[src/rtl/adder_pkg.sv]
// rtl/adder_pkg.sv - shared adder-family constants, FSM encodings and helpers
package adder_pkg;

  localparam int ADDER_WIDTH_DEFAULT = 8;

  typedef enum logic [1:0] {
    ST_IDLE = 2'd0,
    ST_RUN  = 2'd1,
    ST_DONE = 2'd2
  } add_state_t;

  // One extra bit so the bit counter cannot wrap at WIDTH-1.
  function automatic int cnt_width(input int w);
    return $clog2(w) + 1;
  endfunction

endpackage

[src/rtl/fulladder.sv]
// rtl/fulladder.sv - single-bit full adder
module fulladder (
  input  logic a,
  input  logic b,
  input  logic c_in,
  output logic sum,
  output logic c_out
);

  assign sum   = a ^ b ^ c_in;
  assign c_out = (a & b) | (c_in & (a ^ b));

endmodule

[src/rtl/serial_add_ctrl.sv]
// rtl/serial_add_ctrl.sv - bit-serial add/subtract controller, LSB first, one bit per clock
module serial_add_ctrl
  import adder_pkg::*;
#(
  parameter int WIDTH = ADDER_WIDTH_DEFAULT
) (
  input  logic             clk,
  input  logic             rst,
  input  logic             start,
  input  logic             sub,
  input  logic [WIDTH-1:0] a,
  input  logic [WIDTH-1:0] b,
  output logic             busy,
  output logic             done,
  output logic [WIDTH-1:0] sum,
  output logic             c_out,
  output logic             overflow
);

  localparam int CW = cnt_width(WIDTH);
  localparam logic [CW-1:0] LAST = CW'(WIDTH - 1);

  add_state_t       state, state_nxt;
  logic [WIDTH-1:0] a_sh, b_sh;
  logic             carry;
  logic [CW-1:0]    cnt;
  logic             fa_s, fa_co;
  logic             accept, last_bit;

  fulladder u_fa (
    .a     (a_sh[0]),
    .b     (b_sh[0]),
    .c_in  (carry),
    .sum   (fa_s),
    .c_out (fa_co)
  );

  always_ff @(posedge clk) begin
    if (rst) state <= ST_IDLE;
    else     state <= state_nxt;
  end

  always_comb begin
    state_nxt = state;
    accept    = 1'b0;
    last_bit  = 1'b0;
    case (state)
      ST_IDLE: begin
        if (start) begin
          accept    = 1'b1;
          state_nxt = ST_RUN;
        end
      end
      ST_RUN: begin
        last_bit = (cnt == LAST);
        if (last_bit) state_nxt = ST_DONE;
      end
      ST_DONE: state_nxt = ST_IDLE;
      default: state_nxt = ST_IDLE;
    endcase
  end

  // Subtraction is A + ~B + 1: invert B at load and seed the carry with sub.
  always_ff @(posedge clk) begin
    if (rst) begin
      a_sh     <= '0;
      b_sh     <= '0;
      carry    <= 1'b0;
      cnt      <= '0;
      sum      <= '0;
      c_out    <= 1'b0;
      overflow <= 1'b0;
    end else if (accept) begin
      a_sh  <= a;
      b_sh  <= sub ? ~b : b;
      carry <= sub;
      cnt   <= '0;
      sum   <= '0;
    end else if (state == ST_RUN) begin
      sum   <= {fa_s, sum[WIDTH-1:1]};
      a_sh  <= {1'b0, a_sh[WIDTH-1:1]};
      b_sh  <= {1'b0, b_sh[WIDTH-1:1]};
      carry <= fa_co;
      cnt   <= cnt + CW'(1);
      if (last_bit) begin
        c_out    <= fa_co;
        overflow <= carry ^ fa_co;
      end
    end
  end

  assign busy = (state != ST_IDLE);
  assign done = (state == ST_DONE);

endmodule

[config.mk]
export PLATFORM = sky130hd
export DESIGN_NAME = serial_add_ctrl
export DESIGN_NICKNAME = d
export VERILOG_FILES = /design/src/rtl/adder_pkg.sv /design/src/rtl/fulladder.sv /design/src/rtl/serial_add_ctrl.sv
export SDC_FILE = /design/constraint.sdc
export NUM_CORES = 1
export LEC_CHECK = 0
export BUFFER_PORTS_ARGS = -buffer_cell sky130_fd_sc_hd__buf_2
export CORE_AREA = 2 2 84 46
export CTS_BUF_LIST = sky130_fd_sc_hd__clkbuf_16
export CTS_CLUSTER_DIAMETER = 60
export DETAILED_ROUTE_END_ITERATION = 8
export DIE_AREA = 0 0 86 48
export HOLD_SLACK_MARGIN = 0.08
export MAX_ROUTING_LAYER = met4
export PLACE_DENSITY = 0.79
export REMOVE_ABC_BUFFERS = 1
export SETUP_SLACK_MARGIN = 0.2
export SLEW_MARGIN = 5
export SYNTH_ARGS = -nofsm -noshare
export SYNTH_HDL_FRONTEND = slang
export SYNTH_HIERARCHICAL = 1
export SYNTH_SLANG_ARGS = --single-unit
[constraint.sdc]
create_clock -name clk -period 1.3 [get_ports clk]
set_input_delay 0.13 -clock clk [delete_from_list [all_inputs] [get_ports clk]]
set_output_delay 0.13 -clock clk [all_outputs]
set_load 0.05 [all_outputs]
==> flow_metrics.tcl <==
set metrics [dict create \
    drcViolationCount 0 \
    max_slew.worst_pin.slew_ns 0.2711 \
    clkSinkCount 33 \
    fin_skew_ns 0.001680 \
    start_kind "flop" \
    setup_ws_ns -0.02372 \
    cp.required_ns 1.50 \
    syn_area_mm2 0.001536 \
    fillerInstances 257 \
    end_kind "flop" \
    h-tree-depth 2 \
    syn_to_final_growth_pct 44.38 \
    grt_max_degree 15 \
    leakagePower_nw 0.9050 \
    ant_nets 0 \
    grt_pass1_vias 1222 \
    syn_inst 178 \
    p_sw_mw 0.6646 \
    die_area_mm2 0.004128 \
    io_pins 32 \
    fin_util 0.6678 \
    crit_fanout 2 \
    via_per_inst 5.197 \
    cts_made_buffers 5 \
    clk_latency_ns 0.27 \
    antenna_found_initial 0 \
    post-place-ws_ns -0.1014 \
    p_comb_frac 0.184 \
    ys_seq_area_frac 0.4300 \
    ys_ff_latch 33 \
    rows 15 \
    start_util 0.4625 \
    final-setup-viol-count 1 \
    vdd_ir_drop_max_uv 526.3 \
    fin_area_mm2 0.002218 \
    first_iter_violations 71 \
    cp_data_arrival_time_ns 1.53 \
    p_seq_frac 0.414 \
    rsz0062_at_grt "yes" \
    die_w_um 86 \
    netlist.area_leader.share 0.4300 \
    hold_buffers 0 \
    synth_top_cell_by_area "dfxtp_1" \
    mostFrequentLayoutCells "dfxtp_1, buf_2, nand2_1" \
    final.period_utilization 1.018 \
    status "finished, violations left" \
    critPathKind "flop to flop" \
    wl_mm 3.876 \
    powerDensity_mw_per_mm2 1203 \
    gr-usage-all-layers 0.1981 \
    fin_nets 254 \
    dpl-instance-area_mm2 0.001775 \
    synthTopCellsByArea "dfxtp_1, a21oi_1, nand2_1, xnor2_1, nor2_1" \
    ys_warn_count 6 \
    max_freq_mhz 755.4 \
    die_y_um 48 \
    synth_edf_count 0 \
    total_power_mw 2.668 \
    cts_buffer_depth 2 \
    switching_share 0.2490 \
    grt_pass1_wl_mm 5.809 \
    root_buffer "clkbuf_16" \
    cts_tree "built" \
    violations "negative setup slack" \
    cap_violations 0 \
    synth-async-reset-ratio 0 \
    vias 1424 \
    dr.pass1.iters 6 \
    slew_viol_final 0 \
    hpwl_mm 2.323 \
    overflow 0 \
    fin_crit_ns 1.324 \
    io_buffers 31 \
    antenna_cells 0 \
    slew_headroom 0.8193 \
    gp_congestion 0.7614 \
    syn_area_per_cell_um2 8.632 \
    p_int_mw 2.004 \
    hold_viol_final 0 \
    synth_flop_cell "dfxtp_1" \
    clkTransAtPathRegs_ns 0.05 \
    layout-drive-gt1-share 0.4310 \
    netlist-cell-type-count 36 \
    min_path_type "primary input to flop" \
    clock_power_share 0.402 \
    core_area_mm2 0.003322 \
    wl_per_cell_um 14.15 \
]
## kinds of logic (layout without fill, tap and decap cells)
group,after synthesis,count (layout),synth area share
flops,33,33,0.4300
compound gates,46,46,0.1881
fa+ha+maj,2,2,0.02117
xor+xnor,11,11,0.06271
buf+inv,18,72,0.06270
simple gates,68,68,0.2353
## worst paths after layout
path | slack (ns) | cells after the start | endpoint | start
setup / recovery | -0.02 | 4 | overflow$_SDFFE_PP0P_ | carry$_SDFFE_PP0P_
hold / removal | 0.15 | 3 | b_sh[6]$_SDFFE_PP0P_ | b[6]
setup reg to reg | -0.02 | 4 | overflow$_SDFFE_PP0P_ | carry$_SDFFE_PP0P_
hold reg to reg | 0.45 | 2 | sum[0]$_SDFFE_PP0N_ | sum[0]$_SDFFE_PP0N_
## state kept, by name (all words and copies together), names as in the netlist
register and cells:
a_sh 8, b_sh 8, sum 8, cnt 4, state 2, c_out 1, carry 1, overflow 1
## per-stage QoR
step	std cells	setup TNS [ns]	hold slack, ns
global route	274	-0.09859	0.1722
floorplan	164	-8.791	0.1991
detailed placement	252	-0.1217	0.4104
finish	274	-0.02372	0.1540
CTS	270	-0.02297	0.1307
global placement	252	-0.09247	0.4029
## layout make-up
cell class,count,area [um2],area share
Inverter,4,17.52,0.007896
Multi-Input combinational cell,127,899.6,0.4055
Clock inverter,2,7.507,0.003384
Timing Repair Buffer,61,445.4,0.2008
Sequential cell,33,670.6,0.3023
Tap cell,42,52.55,0.02369
Clock buffer,5,125.1,0.05640
## what timing repair did
| action | in CTS | in global routing |
|---|---|---|
| cloned | 2 | 0 |
| setup endpoints to repair | 33 | 33 |
| setup buffers | 9 | 4 |
| gates resized for setup | 43 | 17 |
| pin swaps | 25 | 7 |
## routing by layer
metal / vias up / wire length (um) / GRT usage
met5: - / 0 / -
met4: 0 / 21 / 0.05397
met3: 3 / 218 / 0.05172
met2: 35 / 1705 / 0.2853
met1: 661 / 1932 / 0.2753
li1: 725 / - / -
## critical path, cell delays in order, from the launching register on
cell and delay [ns]:
dfxtp_2 0.33, fa_2 0.39, xnor2_1 0.13, or3_1 0.30, a21oi_1 0.12
## power groups by stage
stage	Combinational, mW	Sequential (mW)	Clock, mW
after floorplan	0.194	1.13	0
after global placement	0.343	1.12	0
after detailed placement	0.351	1.12	0
after CTS	0.437	1.10	1.08
after global routing	0.528	1.11	1.13
final	0.491	1.10	1.07
## synthesized netlist by cell type (all sizes together), types with 2 or more instances
library cell,instances
nor2b,2
nand3b,3
clkbuf,6
o22ai,8
or2,2
xnor2,9
or2b,3
nor2,15
or3,2
buf,8
a22oi,7
or3b,6
nand2b,5
a21oi,21
nand2,21
xor2,2
dfxtp,33
o21ai,3
nor3,7
inv,4
Power figures use the tool's default switching activity.
